--- config.mk ---
export PLATFORM = sky130hd
export DESIGN_NAME = touch_uart_packet_rx_flat
export DESIGN_NICKNAME = d
export VERILOG_FILES = /design/src/rtl/touch_uart_packet_rx_if.sv /design/src/rtl/touch_uart_packet_rx.sv /design/src/flat_wrapper.sv
export SDC_FILE = /design/constraint.sdc
export NUM_CORES = 1
export LEC_CHECK = 0
export CORE_MARGIN = 3
export CORE_UTILIZATION = 44
export CTS_BUF_LIST = sky130_fd_sc_hd__clkbuf_4
export DETAILED_ROUTE_END_ITERATION = 8
export DONT_BUFFER_PORTS = 1
export PLACE_DENSITY = 0.71
export SYNTH_ARGS = -nofsm -noshare
export SYNTH_HDL_FRONTEND = slang
export SYNTH_SLANG_ARGS = --single-unit
--- constraint.sdc ---
create_clock -name clk_clk -period 3.09 [get_ports clk_clk]
set_clock_uncertainty 0.15 [all_clocks]
set_input_delay 0.618 -clock clk_clk [delete_from_list [all_inputs] [get_ports clk_clk]]
set_output_delay 0.618 -clock clk_clk [all_outputs]
set_load 0.05 [all_outputs]
--- src/rtl/touch_uart_packet_rx_if.sv ---
// touch_uart_packet_rx_if: report channel from the touch receiver to its consumer.
// Latency: none (wires only).
// Backpressure: plain valid/ready; the source holds pen/x/y stable while pkt_valid is high.
// Signals: pkt_valid, pkt_ready, pkt_pen (1 = pen down), pkt_x[11:0], pkt_y[11:0].
// Modports: master = report source (receiver), slave = report consumer.
interface touch_uart_packet_rx_if;
    logic        pkt_valid;
    logic        pkt_ready;
    logic        pkt_pen;
    logic [11:0] pkt_x;
    logic [11:0] pkt_y;

    modport master (
        output pkt_valid,
        output pkt_pen,
        output pkt_x,
        output pkt_y,
        input  pkt_ready
    );

    modport slave (
        input  pkt_valid,
        input  pkt_pen,
        input  pkt_x,
        input  pkt_y,
        output pkt_ready
    );
endinterface

--- src/rtl/touch_uart_packet_rx.sv ---
// touch_uart_packet_rx: 8N1 UART receiver plus decoder for 5-byte touch reports (pen, 12-bit X/Y).
// Latency: pkt_valid rises on the clock edge after the stop-bit sample of the report's last byte.
// Backpressure: one report is held while pkt_ready=0; a report completing meanwhile is dropped and overrun pulses.
// Ports: clk_clk, reset_reset_n (async active-low), touchscreen_rxd (serial in, idle high, async),
//        pkt (touch_uart_packet_rx_if.master: pkt_valid/pkt_ready/pkt_pen/pkt_x/pkt_y),
//        frame_err (1-cycle pulse: bad stop bit or inter-byte timeout), overrun (1-cycle pulse: report dropped).
// Build option: define TOUCH_RX_TIMEOUT_EN to add an inter-byte timeout of TIMEOUT_BITS bit periods.
module touch_uart_packet_rx #(
    parameter int CLKS_PER_BIT = 5208,
    parameter int TIMEOUT_BITS = 20
) (
    input  logic                   clk_clk,
    input  logic                   reset_reset_n,
    input  logic                   touchscreen_rxd,
    touch_uart_packet_rx_if.master pkt,
    output logic                   frame_err,
    output logic                   overrun
);
    localparam int            CW      = $clog2(CLKS_PER_BIT) + 1;
    localparam logic [CW-1:0] HALF_M1 = CW'(CLKS_PER_BIT / 2 - 1);
    localparam logic [CW-1:0] BIT_M1  = CW'(CLKS_PER_BIT - 1);

    // ------------------------------------------------------------------
    // Input synchroniser; rxd_prev is a third stage used only for the
    // falling-edge detect that starts a byte.
    // ------------------------------------------------------------------
    logic rxd_meta;
    logic rxd_sync;
    logic rxd_prev;

    always_ff @(posedge clk_clk or negedge reset_reset_n) begin
        if (!reset_reset_n) begin
            rxd_meta <= 1'b1;
            rxd_sync <= 1'b1;
            rxd_prev <= 1'b1;
        end else begin
            rxd_meta <= touchscreen_rxd;
            rxd_sync <= rxd_meta;
            rxd_prev <= rxd_sync;
        end
    end

    // ------------------------------------------------------------------
    // UART byte FSM
    // ------------------------------------------------------------------
    typedef enum logic [1:0] {
        U_IDLE,
        U_START,
        U_DATA,
        U_STOP
    } uart_state_t;

    uart_state_t   u_state;
    uart_state_t   u_state_nxt;
    logic [CW-1:0] cnt;
    logic [CW-1:0] cnt_nxt;
    logic [2:0]    bit_idx;
    logic [2:0]    bit_idx_nxt;
    logic [7:0]    shreg;
    logic [7:0]    shreg_nxt;
    logic          wait_high;
    logic          wait_high_nxt;
    logic          byte_done;
    logic          stop_err;

    always_ff @(posedge clk_clk or negedge reset_reset_n) begin
        if (!reset_reset_n) begin
            u_state   <= U_IDLE;
            cnt       <= '0;
            bit_idx   <= '0;
            shreg     <= '0;
            wait_high <= 1'b0;
        end else begin
            u_state   <= u_state_nxt;
            cnt       <= cnt_nxt;
            bit_idx   <= bit_idx_nxt;
            shreg     <= shreg_nxt;
            wait_high <= wait_high_nxt;
        end
    end

    always_comb begin
        u_state_nxt   = u_state;
        cnt_nxt       = cnt;
        bit_idx_nxt   = bit_idx;
        shreg_nxt     = shreg;
        wait_high_nxt = wait_high;
        byte_done     = 1'b0;
        stop_err      = 1'b0;
        case (u_state)
            U_IDLE: begin
                if (rxd_prev && !rxd_sync) begin
                    u_state_nxt = U_START;
                    cnt_nxt     = '0;
                end
            end
            U_START: begin
                if (cnt == HALF_M1) begin
                    // A line already back high at mid start bit is a glitch: drop it quietly.
                    cnt_nxt     = '0;
                    bit_idx_nxt = '0;
                    u_state_nxt = rxd_sync ? U_IDLE : U_DATA;
                end else begin
                    cnt_nxt = cnt + 1'b1;
                end
            end
            U_DATA: begin
                if (cnt == BIT_M1) begin
                    cnt_nxt     = '0;
                    shreg_nxt   = {rxd_sync, shreg[7:1]};   // LSB arrives first
                    bit_idx_nxt = bit_idx + 1'b1;
                    if (bit_idx == 3'd7) begin
                        u_state_nxt = U_STOP;
                    end
                end else begin
                    cnt_nxt = cnt + 1'b1;
                end
            end
            U_STOP: begin
                if (wait_high) begin
                    // After a framing error, stay here until the line idles so a
                    // long low (break) cannot be mistaken for a new start bit.
                    if (rxd_sync) begin
                        wait_high_nxt = 1'b0;
                        u_state_nxt   = U_IDLE;
                    end
                end else if (cnt == BIT_M1) begin
                    cnt_nxt = '0;
                    if (rxd_sync) begin
                        byte_done   = 1'b1;
                        u_state_nxt = U_IDLE;
                    end else begin
                        stop_err      = 1'b1;
                        wait_high_nxt = 1'b1;
                    end
                end else begin
                    cnt_nxt = cnt + 1'b1;
                end
            end
            default: u_state_nxt = U_IDLE;
        endcase
    end

    // ------------------------------------------------------------------
    // Packet assembler
    // ------------------------------------------------------------------
    typedef enum logic {
        A_HUNT,
        A_COLLECT
    } asm_state_t;

    asm_state_t a_state;
    asm_state_t a_state_nxt;
    // idx holds the slot of the next data byte: 0..3 for b1..b4.
    logic [1:0] idx;
    logic [1:0] idx_nxt;
    logic       pen_l;
    logic       pen_l_nxt;
    logic [6:0] b1;
    logic [6:0] b1_nxt;
    logic [4:0] b2;
    logic [4:0] b2_nxt;
    logic [6:0] b3;
    logic [6:0] b3_nxt;
    logic       is_hdr;
    logic       complete;
    logic       tmo_fire;

    assign is_hdr = shreg[7] && (shreg[6:1] == 6'd0);

    always_ff @(posedge clk_clk or negedge reset_reset_n) begin
        if (!reset_reset_n) begin
            a_state <= A_HUNT;
            idx     <= '0;
            pen_l   <= 1'b0;
            b1      <= '0;
            b2      <= '0;
            b3      <= '0;
        end else begin
            a_state <= a_state_nxt;
            idx     <= idx_nxt;
            pen_l   <= pen_l_nxt;
            b1      <= b1_nxt;
            b2      <= b2_nxt;
            b3      <= b3_nxt;
        end
    end

    always_comb begin
        a_state_nxt = a_state;
        idx_nxt     = idx;
        pen_l_nxt   = pen_l;
        b1_nxt      = b1;
        b2_nxt      = b2;
        b3_nxt      = b3;
        complete    = 1'b0;
        if (stop_err || tmo_fire) begin
            a_state_nxt = A_HUNT;
        end else if (byte_done) begin
            case (a_state)
                A_HUNT: begin
                    if (is_hdr) begin
                        pen_l_nxt   = shreg[0];
                        idx_nxt     = '0;
                        a_state_nxt = A_COLLECT;
                    end
                end
                A_COLLECT: begin
                    if (shreg[7]) begin
                        // Unexpected marker byte: restart on a header, otherwise lose sync.
                        if (is_hdr) begin
                            pen_l_nxt = shreg[0];
                            idx_nxt   = '0;
                        end else begin
                            a_state_nxt = A_HUNT;
                        end
                    end else begin
                        idx_nxt = idx + 1'b1;
                        case (idx)
                            2'd0: b1_nxt = shreg[6:0];
                            2'd1: b2_nxt = shreg[4:0];
                            2'd2: b3_nxt = shreg[6:0];
                            default: begin
                                // b4 is consumed straight from the shifter.
                                complete    = 1'b1;
                                a_state_nxt = A_HUNT;
                            end
                        endcase
                    end
                end
                default: a_state_nxt = A_HUNT;
            endcase
        end
    end

`ifdef TOUCH_RX_TIMEOUT_EN
    // Inter-byte timer: bit periods counted with a per-bit prescaler so both
    // counters stay small. Held at zero outside COLLECT and reloaded by every byte.
    localparam int            TW     = $clog2(TIMEOUT_BITS) + 1;
    localparam logic [TW-1:0] TMO_M1 = TW'(TIMEOUT_BITS - 1);

    logic [CW-1:0] tmo_cyc;
    logic [TW-1:0] tmo_bits;

    assign tmo_fire = (a_state == A_COLLECT) && !byte_done &&
                      (tmo_cyc == BIT_M1) && (tmo_bits == TMO_M1);

    always_ff @(posedge clk_clk or negedge reset_reset_n) begin
        if (!reset_reset_n) begin
            tmo_cyc  <= '0;
            tmo_bits <= '0;
        end else if (a_state != A_COLLECT || byte_done || tmo_fire) begin
            tmo_cyc  <= '0;
            tmo_bits <= '0;
        end else if (tmo_cyc == BIT_M1) begin
            tmo_cyc  <= '0;
            tmo_bits <= tmo_bits + 1'b1;
        end else begin
            tmo_cyc <= tmo_cyc + 1'b1;
        end
    end
`else
    // No timer in this build: a partial packet waits for its next byte indefinitely.
    // TIMEOUT_BITS is referenced only so the parameter list is identical in both builds.
    assign tmo_fire = (TIMEOUT_BITS < 0);
`endif

    // ------------------------------------------------------------------
    // Output register and status pulses
    // ------------------------------------------------------------------
    always_ff @(posedge clk_clk or negedge reset_reset_n) begin
        if (!reset_reset_n) begin
            pkt.pkt_valid <= 1'b0;
            pkt.pkt_pen   <= 1'b0;
            pkt.pkt_x     <= '0;
            pkt.pkt_y     <= '0;
            frame_err     <= 1'b0;
            overrun       <= 1'b0;
        end else begin
            frame_err <= stop_err | tmo_fire;
            overrun   <= 1'b0;
            if (complete) begin
                // A report leaving this cycle frees the register for the new one.
                if (!pkt.pkt_valid || pkt.pkt_ready) begin
                    pkt.pkt_valid <= 1'b1;
                    pkt.pkt_pen   <= pen_l;
                    pkt.pkt_x     <= {b2, b1};
                    pkt.pkt_y     <= {shreg[4:0], b3};
                end else begin
                    overrun <= 1'b1;
                end
            end else if (pkt.pkt_valid && pkt.pkt_ready) begin
                pkt.pkt_valid <= 1'b0;
            end
        end
    end
endmodule
--- src/flat_wrapper.sv ---
// flat-port wrapper written by rule: the top's interface ports become plain ports
module touch_uart_packet_rx_flat 
#(
    parameter int CLKS_PER_BIT = 5208,
    parameter int TIMEOUT_BITS = 20
)
  (clk_clk, reset_reset_n, touchscreen_rxd, frame_err, overrun, pkt_pkt_valid, pkt_pkt_pen, pkt_pkt_x, pkt_pkt_y, pkt_pkt_ready);
  touch_uart_packet_rx_if pkt_i ();
  input  logic clk_clk;
  input  logic reset_reset_n;
  input  logic touchscreen_rxd;
  output logic frame_err;
  output logic overrun;
  output wire logic [$bits(pkt_i.pkt_valid)-1:0] pkt_pkt_valid;
  output wire logic [$bits(pkt_i.pkt_pen)-1:0] pkt_pkt_pen;
  output wire logic [$bits(pkt_i.pkt_x)-1:0] pkt_pkt_x;
  output wire logic [$bits(pkt_i.pkt_y)-1:0] pkt_pkt_y;
  input wire logic [$bits(pkt_i.pkt_ready)-1:0] pkt_pkt_ready;
  assign pkt_pkt_valid = pkt_i.pkt_valid;
  assign pkt_pkt_pen = pkt_i.pkt_pen;
  assign pkt_pkt_x = pkt_i.pkt_x;
  assign pkt_pkt_y = pkt_i.pkt_y;
  assign pkt_i.pkt_ready = pkt_pkt_ready;
  touch_uart_packet_rx #(.CLKS_PER_BIT(CLKS_PER_BIT), .TIMEOUT_BITS(TIMEOUT_BITS)) u_core (.clk_clk(clk_clk), .reset_reset_n(reset_reset_n), .touchscreen_rxd(touchscreen_rxd), .pkt(pkt_i), .frame_err(frame_err), .overrun(overrun));
endmodule
==> results.tsv <==
stage	metric	value	unit
grt	vias in the first global route	2329	
synth	synthesized flop and latch total	82	
placed_design	GP Congestion	0.818	
grt	largest net degree at the start of global routing	83	
sta	count of final setup violators	0	
route	via count	2253	
synth	ys flop type	dfrtp_1	
synth	Post-Synthesis Cell Area	3700	sq um
floorplanning	die area	9550	sq um
synth	Area contributors post-synth	dfrtp_1 53%, mux2_2 14%, mux2_4 3.2%	
sta	post-route clock period utilization	92.4	%
grt	first-pass GRT wire length	11600	um
route	antenna-violating nets left	0	
route	drt pass-1 iters	4	
floorplanning	num ports	32	
synth	yosys warns	0	
clocking	clock slew at reported path FFs	130	ps
synth	Compound-Gate Fraction of Synth Area	8.01	%
route	final WL	6740	um
critical_path	CP required	3250	ps
sta	Hold Fails Final Rpt	0	
clocking	clk sinks	82	
synth	Simple-Gate Fraction of Synth Area	13.2	%
route	via-per-instance ratio	5.55	
finish	Syn-to-layout area delta	7.44	%
sta	worst slew pin tran	849	ps
synth	mux contribution to synthesized area	18.1	%
placed_design	Placed Area	3800	sq um
floorplanning	FP Rows	32	
grt	gr usage total	15.2	%
synth	top cell type's share of synthesized area	53.4	%
sta	RSZ-0062 raised after global routing	false	
clocking	H-Tree Depth	3	
synth	Cell variety after synth	51	
power	Max VDD drop	0.000353	V
synth	area leader, netlist	dfrtp_1	
route	DRC Markers	0	
placed_design	post-detail-place hpwl	4530	um
power	Leak	1.86	nW
critical_path	crit path kind	reg -> reg	
floorplanning	floorplan core area	7930	sq um
critical_path	Worst EP arrival	3020	ps
finish	ANT cells	0	
synth	register area share after synthesis	55.6	%
route	routed len/inst	16.6	um
sta	setup TNS	0	ps
clocking	post-CTS sizing	0	
critical_path	worst-path fanout max	9	
critical_path	CP Launch Type	flip-flop	
clocking	CTS Buf Count	9	
clocking	Root Buffer	clkbuf_4	
synth	largest family of logic cells by synthesized area	multiplexers	
grt	initial antenna violation count	0	
route	1st-iter DRT viols	75	
synth	post-synth net total	301	
synth	Async SR Flop Fraction	100	%
hold_path	Hold Crit Class	reg -> reg	
synth	post-synthesis adder-cell area fraction	2.37	%
finish	Layout Nets	310	
finish	fraction of layout cells with a size suffix above 1	28.0	%
floorplanning	Starting Density	46.7	%
sta	Slew Limit Fails	0	
synth	number of synthesized flops with an enable pin	0	
sta	f_max	350	MHz
power	Total Power	1.90	mW
clocking	CTS tree	yes	
clocking	CTS Buffer Depth	2	
placed_design	I/O Buffers	0	
sta	relative slew slack	43.3	%
sta	Final Critical Period	2860	ps
synth	syn avg cell area	12.8	sq um
critical_path	endpoint type of the worst setup path	flip-flop	
power	Power Density	477	nW/um^2
finish	Post-Layout Inst Area	3980	sq um
floorplanning	Die Ht	97.7	um
grt	Congestion Overflow GR	0	
synth	Post-Synth XOR/XNOR Area	0.710	%
synth	Mapped Cells	290	
run_status	outcome	completed	
clocking	Worst-Skew Late Latency	410	ps
floorplanning	Die Wd	97.7	um
flow_run	max_cap viols	0	
[power breakdown]
part / leakage [nW] / switching [mW] / internal (mW)
combinational: 0.677 / 0.0853 / 0.0715
sequential: 1.12 / 0.0626 / 1.12
clock: 0.0636 / 0.378 / 0.183
total: 1.86 / 0.526 / 1.37
[layer usage]
layer | share of wire [%] | track usage, % | vias to the layer above
met2 | 50 | 24.3 | 60
met5 | 0 | 0 | -
met4 | 0.71 | 4.26 | 0
met1 | 44 | 19.6 | 1118
li1 | - | - | 1071
met3 | 5.2 | 5.46 | 4
[flip-flops by register name, indices dropped and copies added (netlist names), named ones only]
signal,count
u_core.b2,5
u_core.pen_l,1
u_core.wait_high,1
u_core.idx,2
u_core.b1,7
u_core.shreg,8
u_core.a_state,1
u_core.pkt.pkt_pen,1
u_core.cnt,14
u_core.rxd_sync,1
u_core.overrun,1
u_core.pkt.pkt_y,12
u_core.u_state,1
u_core.rxd_meta,1
u_core.b3,7
u_core.frame_err,1
u_core.pkt.pkt_valid,1
u_core.rxd_prev,1
u_core.bit_idx,3
u_core.pkt.pkt_x,12
[what timing repair did]
item / 4_1_cts / 5_1_grt
setup buffers: 0 / 0
setup endpoints to repair: 0 / 0
endpoints found under the hold margin: 82 / 1
hold buffers: 2 / 1
[layout make-up]
class / count / area (sq um)
repair buffers: 6 / 70.1
multi-input cells: 192 / 1570
clock inverters: 6 / 50.0
clock buffers: 10 / 75.1
flip-flops and latches: 82 / 2060
fillers: 706 / 3950
inverters: 8 / 30.0
well taps: 102 / 128
[cell usage in the layout (no fill, tap or decap), drive strengths merged, types with 3 or more instances in the layout]
cell type	Yosys	final
nor2	12	12
a21o	6	6
mux2i	3	3
nor4	7	7
mux2	54	54
and3	4	4
o21ai	15	15
clkbuf	4	10
or3	3	3
a22o	6	6
nand2b	3	3
buf	4	4
dfstp	3	3
dfrtp	79	79
inv	8	10
nand2	27	27
a21oi	6	6
ha	7	7
nand3	6	6
a31oi	3	3
[synth_stat cells, drive strengths merged (2+ instances only)]
cell / count
dfrtp: 79
clkbuf: 4
inv: 8
a21o: 6
a31oi: 3
nor2: 12
or4b: 2
o22ai: 2
nand3: 6
mux2: 54
buf: 4
o21ai: 15
dfstp: 3
nand4b: 2
mux2i: 3
or3: 3
nand2: 27
ha: 7
and3: 4
a21oi: 6
or4bb: 2
a22o: 6
nor2b: 2
o21a: 2
nand2b: 3
nor4: 7
xor2: 2
[through the flow]
| stage | util (%) | worst slack, ps | hold slack [ps] | std cells |
|---|---|---|---|---|
| after floorplan | - | 565 | 172 | 290 |
| after global placement | 48.0 | 287 | 174 | 387 |
| after detailed placement | 48.0 | 244 | 174 | 387 |
| after CTS | 50.0 | 218 | 5.09 | 405 |
| after global routing | 50.1 | 143 | 220 | 406 |
| final | 50.1 | 235 | 215 | 406 |
[worst paths after layout]
| kind | start | depth (start not counted) | slack, ps | endpoint |
|---|---|---|---|---|
| worst min register to register | u_core.rxd_meta | 0 | 210 | u_core.rxd_sync |
| worst max-delay path | u_core.cnt[5] | 4 | 230 | u_core.shreg[3] |
| min in group asynchronous | reset_reset_n | 2 | 600 | u_core.pkt.pkt_x[10] |
| worst max register to register | u_core.cnt[5] | 4 | 230 | u_core.shreg[3] |
| max in group asynchronous | reset_reset_n | 2 | 1850 | u_core.rxd_meta |
| worst min-delay path | u_core.rxd_meta | 0 | 210 | u_core.rxd_sync |
[worst max-delay path, stage by stage, from the launching register on]
cell	delay (ps)
dfrtp_1	450
or4b_1	550
or4_1	610
or3_1	610
mux2_4	380
[cell families (layout without fill, tap and decap cells)]
logic type | after synthesis | after routing
simple gates | 79 | 79
fa+ha+maj | 7 | 7
mux | 57 | 57
flops | 82 | 82
xor+xnor | 3 | 3
buf+inv | 16 | 30
compound gates | 46 | 46
No activity file was read; power rests on OpenSTA's default activity.
